**config.mk**
```make
export PLATFORM = sky130hd
export DESIGN_NAME = dmem_ctrl
export DESIGN_NICKNAME = d
export VERILOG_FILES = /design/src/rtl/dmem_ctrl.sv
export SDC_FILE = /design/constraint.sdc
export NUM_CORES = 1
export LEC_CHECK = 0
export BUFFER_PORTS_ARGS = -buffer_cell sky130_fd_sc_hd__buf_2
export CORE_ASPECT_RATIO = 1.4
export CORE_MARGIN = 1
export CORE_UTILIZATION = 30
export DETAILED_ROUTE_END_ITERATION = 6
export SETUP_SLACK_MARGIN = 0.1
export SLEW_MARGIN = 15
export SYNTH_ARGS = -nofsm -noshare
export SYNTH_HDL_FRONTEND = slang
export SYNTH_SLANG_ARGS = --single-unit
```
**constraint.sdc**
```tcl
create_clock -name clk -period 4.6 [get_ports clk]
set_input_delay 1.15 -clock clk [delete_from_list [all_inputs] [get_ports clk]]
set_output_delay 1.15 -clock clk [all_outputs]
set_load 0.01 [all_outputs]
```
**src/rtl/dmem_ctrl.sv**
```systemverilog
// dmem_ctrl: data-memory responder between the core load/store port
// and a word-wide synchronous SRAM with byte enables.
module dmem_ctrl #(
    parameter int ADDR_W = 12,
    parameter int RD_LAT = 1
) (
    input  logic              clk,
    input  logic              rstn,
    input  logic              rmem,
    input  logic              wmem,
    input  logic [31:0]       mem_addr,
    input  logic [31:0]       mem_wdata,
    input  logic [1:0]        mem_type,
    input  logic              mem_sign,
    output logic [31:0]       mem_rdata,
    output logic              busy,
    output logic              mem_err,
    output logic              sram_en,
    output logic [3:0]        sram_we,
    output logic [ADDR_W-1:0] sram_addr,
    output logic [31:0]       sram_wdata,
    input  logic [31:0]       sram_rdata
);

    typedef enum logic [2:0] {
        S_IDLE,
        S_REQ,
        S_WAIT,
        S_DONE,
        S_ERR
    } state_t;

    localparam logic [2:0] CNT_INIT = 3'(RD_LAT - 1);

    state_t            state;
    logic [2:0]        cnt;
    logic [ADDR_W+1:0] lat_addr;
    logic [1:0]        lat_type;
    logic              lat_sign;
    logic              lat_store;
    logic [31:0]       lat_wdata;

    logic              req;
    logic              illegal;
    logic [3:0]        be_mask;
    logic [31:0]       st_data;
    logic [7:0]        ld_byte;
    logic [15:0]       ld_half;
    logic [31:0]       ld_data;
    logic              unused_addr_hi;

    // Address bits above the SRAM range wrap and are deliberately dropped.
    assign unused_addr_hi = ^mem_addr[31:ADDR_W+2];

    assign req = rmem | wmem;

    // Classify the incoming request: conflicting direction, reserved size, misalignment.
    always_comb begin
        illegal = 1'b0;
        if (rmem && wmem)
            illegal = 1'b1;
        case (mem_type)
            2'b01:   if (mem_addr[0]) illegal = 1'b1;
            2'b10:   if (mem_addr[1:0] != 2'b00) illegal = 1'b1;
            2'b11:   illegal = 1'b1;
            default: ;
        endcase
    end

    // Byte enables and lane replication for the latched store.
    always_comb begin
        be_mask = 4'b0000;
        st_data = lat_wdata;
        case (lat_type)
            2'b00: begin
                be_mask = 4'b0001 << lat_addr[1:0];
                st_data = {4{lat_wdata[7:0]}};
            end
            2'b01: begin
                be_mask = lat_addr[1] ? 4'b1100 : 4'b0011;
                st_data = {2{lat_wdata[15:0]}};
            end
            2'b10: begin
                be_mask = 4'b1111;
                st_data = lat_wdata;
            end
            default: begin
                be_mask = 4'b0000;
                st_data = lat_wdata;
            end
        endcase
    end

    // Pick the addressed lane from the SRAM word and extend it.
    always_comb begin
        ld_byte = sram_rdata[7:0];
        case (lat_addr[1:0])
            2'b00:   ld_byte = sram_rdata[7:0];
            2'b01:   ld_byte = sram_rdata[15:8];
            2'b10:   ld_byte = sram_rdata[23:16];
            default: ld_byte = sram_rdata[31:24];
        endcase
        ld_half = lat_addr[1] ? sram_rdata[31:16] : sram_rdata[15:0];
        case (lat_type)
            2'b00:   ld_data = {{24{lat_sign & ld_byte[7]}}, ld_byte};
            2'b01:   ld_data = {{16{lat_sign & ld_half[15]}}, ld_half};
            default: ld_data = sram_rdata;
        endcase
    end

    // Stall the core from the moment a request appears until DONE/ERR.
    always_comb begin
        busy = 1'b0;
        case (state)
            S_IDLE:  busy = req;
            S_REQ:   busy = 1'b1;
            S_WAIT:  busy = 1'b1;
            default: busy = 1'b0;
        endcase
    end

    // SRAM strobes come straight from state; reset blocks any write in REQ.
    always_comb begin
        sram_en = rstn && (state == S_REQ);
        sram_we = (sram_en && lat_store) ? be_mask : 4'b0000;
    end

    assign sram_addr  = lat_addr[ADDR_W+1:2];
    assign sram_wdata = st_data;

    // Request sequencer: latch, access SRAM, wait out read latency, release core.
    always_ff @(posedge clk) begin
        if (!rstn) begin
            state     <= S_IDLE;
            cnt       <= 3'd0;
            lat_addr  <= '0;
            lat_type  <= 2'b00;
            lat_sign  <= 1'b0;
            lat_store <= 1'b0;
            lat_wdata <= 32'd0;
            mem_rdata <= 32'd0;
            mem_err   <= 1'b0;
        end else begin
            mem_err <= 1'b0;
            case (state)
                S_IDLE: begin
                    if (req) begin
                        lat_addr  <= mem_addr[ADDR_W+1:0];
                        lat_type  <= mem_type;
                        lat_sign  <= mem_sign;
                        lat_store <= wmem & ~rmem;
                        lat_wdata <= mem_wdata;
                        if (illegal) begin
                            state   <= S_ERR;
                            mem_err <= 1'b1;
                            if (rmem)
                                mem_rdata <= 32'd0;
                        end else begin
                            state <= S_REQ;
                        end
                    end
                end
                S_REQ: begin
                    if (lat_store) begin
                        state <= S_DONE;
                    end else begin
                        cnt   <= CNT_INIT;
                        state <= S_WAIT;
                    end
                end
                S_WAIT: begin
                    if (cnt == 3'd0) begin
                        mem_rdata <= ld_data;
                        state     <= S_DONE;
                    end else begin
                        cnt <= cnt - 3'd1;
                    end
                end
                S_DONE:  state <= S_IDLE;
                S_ERR:   state <= S_IDLE;
                default: state <= S_IDLE;
            endcase
        end
    end

endmodule

```
* Word level (Yosys, flattened, before mapping)
Cells that the tools add are included.
Storage, ports and cells: word-level logic and storage cells 73, register bits 89, output and inout bits 83, bits of input ports 103
Operators by class: equality and inequality tests 15, muxes and demuxes 26, shift-type cells 1, add/sub/neg operators 1, bitwise logic cells 5, reduce and logical (&&, ||, !) cells 16
Operator list (number):
- $pmux 32 s2 | 3
- $mux 32 | 4
- $pmux 8 s3 | 1
- $mux 16 | 1
- $mux 3 | 5
- $ne 2x2->1 const B | 6
- $pmux 4 s3 | 1
- $pmux 3 s3 | 1
- $eq 2x2->1 const B | 4
- $mux 4 | 2
- $eq 2x1->1 const B | 3
- $logic_not 3->1 | 2
- $pmux 3 s2 | 1
- $reduce_and 3->1 | 2
- $reduce_bool 2->1 | 3
- $mux 1 | 5
- $reduce_and 5->1 | 1
- $logic_not 2->1 | 2
- $reduce_and 2->1 | 2
- $shl 1x2->4 const A | 1
- $and 1x1->1 | 3
- $eq 3x1->1 const B | 1
- $eq 3x2->1 const B | 1
- $logic_and 1x1->1 | 3
- other kinds (6) | 6

* Longest topological paths before layout
depth after elaboration 7, gate-level depth with buffers 7, gate-level depth less buffers 6

* Worst setup path before layout
Ideal clock, no wire load.
kind input-to-output, from input port rstn, to output port sram_we[3], stages on the path 4, buffers on the path 0, setup slack 1.592 ns, required time 3.450 ns, arrival 1.858 ns, path through nand2b_1 nor2_1 o211ai_1 a21oi_1
Between the ends: cells in the longest elaborated chain, start to end 3
Ends and longest elaborated chain:
- start: declaration | line 8 | input logic rstn,
- $logic_and 1x1->1 | line 124 | sram_en = rstn && (state == S_REQ);
- net sram_en | line 18 | output logic sram_en,
- $logic_and 1x1->1 | line 125 | sram_we = (sram_en && lat_store) ? be_mask : 4'b0000;
- $mux 4 | line 125
- end: declaration | line 19 | output logic [3:0] sram_we,
The timed path passes the listed nets, and every way through them passes these cells.

* Worst setup path after layout
from register lat_type[0], to output port sram_we[0]
Between the ends: cells in the longest elaborated chain, start to end 3, elaborated cells between the ends (all ways) 5, classes of those cells eq/ne (2); mux (2); reduce/logical (1)
Ends and longest elaborated chain:
- start: declaration | line 38 | logic [1:0] lat_type;
- start signal: assignment | line 149 | lat_type <= mem_type;
- $eq 2x2->1, or another cell as far along | line 74 | case (lat_type)
- $pmux 4 s3 (*) | line 74
- $mux 4 (*) | line 125
Every way passes the cells marked *; elsewhere a longest branch is shown, timed or not.

==> results by group <==
Timing
  • Relative max-transition margin: 0.2880
  • Fin Setup TNS: 0 ns
  • Clock Skew: roughly 0.0062 ns
  • Fmax achieved: around 280 MHz
  • Hold WS: 0.4532 ns
  • Slew @ Worst Pin: 1.068 ns
  • Fin crit period: approximately 3.5 ns
  • Hold Violations, Final: 0
  • RSZ-0062 raised after global routing: no
  • Setup-failing EPs final: 0
  • Setup WS post-layout: 1.050 ns
  • Pins Over Slew Limit: 0
  • Final cycle utilization of the critical path: 0.7717

Routing
  • Remaining DRCs: 0
  • DRT iter0 DRCs: a little under 200
  • DRT Pass-1 Iters: 4
  • Post-Route WL: around 13000 um
  • Antenna-violating nets left: 0
  • DR vias/cell: 5.055
  • Vias: approximately 4200
  • Avg WL per Cell: approximately 16 um

Setup path
  • Data arrival, critical path: around 2.4 ns
  • Crit path launch type: flip-flop
  • Crit Path Class: reg2out
  • Worst-path fanout max: 17
  • Crit. End Element: output pin
  • Critical Path RT: about 3.5 ns

Yosys
  • Syn_nets: 628
  • Synth Instances: 520
  • Share of the synthesized area in the top cell type: 0.4058
  • Post-synth cell types: 40
  • Synth area leader: dfxtp_1
  • Seq/Total Area, Yosys: 0.4058
  • Async set-or-reset flop fraction in the synthesized netlist: 0
  • Main synth FF type: dfxtp_1
  • Post-synth EDFFs: 0
  • Synth area leaders: dfxtp_1, nand2_1, a21oi_1, mux2i_1, mux2_2
  • Syn Std Cell Area: roughly 4400 um^2
  • Mean Syn Cell Area: between 8 and 9 um^2
  • Number of synthesized register bits: 89
  • Yosys warnings: 0

Cells and area
  • Antenna diode count: 0
  • Fin nets: between 700 and 800
  • Cell area after layout: ~5500 um^2
  • Area delta synth->final: 24.96%
  • Filler cell count: between 1000 and 1500
  • Layout cells sized above 1: 0.3246
  • Most frequent cells in the layout: buf_2, nand2_1, dfxtp_1
  • Most common cell after layout, fill and taps aside: buf_2

GRT
  • Total gr overflow: 0
  • First-pass GRT wire length: approximately 22000 um
  • Largest net degree at the start of global routing: 66
  • Vias in the first global route: a little over 4000
  • GRT Util Overall: 0.1759
  • Initial antenna violation count: 0

CTS
  • Clock transition at path regs: 0.06 ns
  • Clock sink total: 89
  • TritonCTS buffer count: 9
  • TritonCTS clock tree: built
  • Hold buffers post-CTS: 0
  • Clock Tree Root: clkbuf_16
  • Post_cts resized: 0
  • Worst-skew pair later-pin latency: 0.33 ns
  • H-tree levels: 3
  • Clk buf depth: 2
  • Post-CTS Setup Bufs: 0

Floorplan
  • Rows: 51
  • Die Width: 104.2 um
  • Die area: about 15000 um^2
  • # IOs: roughly 190
  • Starting Density: 0.3113
  • Placeable Area: between 10000 and 15000 um^2
  • Die Y: around 150 um

Placement
  • DP HPWL: approximately 9600 um
  • Place WS: roughly 1.4 ns
  • I/O Buffers: around 170
  • Post-DP Area: roughly 5200 um^2
  • Routability cong.: roughly 0.87

Hold path
  • Class of the worst hold path: reg2reg

Status
  • Status: completed

Power
  • Pint: approximately 0.0016 W
  • P_leak: approximately 2.5 nW
  • Net Switching: 0.0007951 W
  • Sequential share of power: 0.401
  • Power density cells: approximately 430 nW/um^2
  • Worst VDD drop: around 0.17 mV
  • Clock share of power: 0.310
  • Sw frac: 0.3360
  • Logic pwr share: 0.289

Flow run
  • Maxcap violations: 0
Yosys cell counts (12+ instances only):
cell type / number
nand2_1: 120
mux2i_1: 22
nor2_1: 16
a22o_1: 24
a21oi_1: 61
nand2b_1: 29
o221ai_1: 13
clkbuf_1: 27
o21ai_0: 12
buf_4: 20
dfxtp_1: 89
mux2_2: 19
cell families (layout without fill, tap and decap cells):
group / count (synthesis) / count (layout) / share of synthesized area
adder cells (fa/ha/maj): 5 / 5 / 0.01425
multiplexers: 41 / 41 / 0.09889
flip-flops: 89 / 89 / 0.4058
buffers and inverters: 69 / 199 / 0.08122
AND/OR/NAND/NOR: 177 / 177 / 0.1793
AO/OA/AOI/OAI: 139 / 139 / 0.2206
sequential cells by signal (all words and copies together), names as in the netlist:
register and flops:
mem_err 1, state 3, lat_addr 14, lat_store 1, cnt 3, lat_sign 1
lat_type 2, lat_wdata 32, mem_rdata 32
cell type report:
class	instances	area, um^2	share of cell area
Clock buffer	14	254.0	0.04629
Clock inverter	2	37.54	0.006842
Inverter	11	41.29	0.007526
Multi-Input combinational cell	362	2266	0.4130
Sequential cell	89	1783	0.3250
Tap cell	185	231.5	0.04219
Timing Repair Buffer	172	873.3	0.1592
critical path, cell delays in order (launching register included):
cell      delay [ns]
dfxtp_1         0.90
nand2b_1        0.72
a21oi_1         0.15
nor2_1          0.15
buf_2           0.15
power by group through the flow:
stage          logic, W  clock network (W)  registers [W]
2_1_floorplan  0.000509                  0       0.000927
3_3_place_gp   0.000677                  0       0.000961
3_5_place_dp   0.000685                  0       0.000965
4_1_cts        0.000688           0.000758       0.000949
5_1_grt        0.000757           0.000784       0.000963
6_report       0.000684           0.000734       0.000948
through the flow:
step	total power (W)	util	std cells
floorplan	0.001436	-	520
global placement	0.001638	0.3682	819
detailed placement	0.001651	0.3682	819
CTS	0.002394	0.3889	835
global route	0.002504	0.3891	835
finish	0.002366	0.3891	835
worst paths after layout:
kind,cells past startpoint,start,endpoint,slack (ns)
worst max register to register,4,lat_addr[1],mem_rdata[17],1.82
worst max-delay path,4,lat_type[0],sram_we[0],1.05
worst min-delay path,2,lat_wdata[20],lat_wdata[20],0.45
worst min register to register,2,lat_wdata[20],lat_wdata[20],0.45
layer usage:
| layer | up-vias | global-route usage | routed length [um] |
|---|---|---|---|
| met5 | - | 0 | 0 |
| met2 | 203 | 0.2993 | 6321 |
| li1 | 2044 | - | - |
| met3 | 12 | 0.04987 | 1055 |
| met4 | 0 | 0.05286 | 183 |
| met1 | 1962 | 0.2130 | 5622 |
No activity file was read; power rests on OpenSTA's default activity.
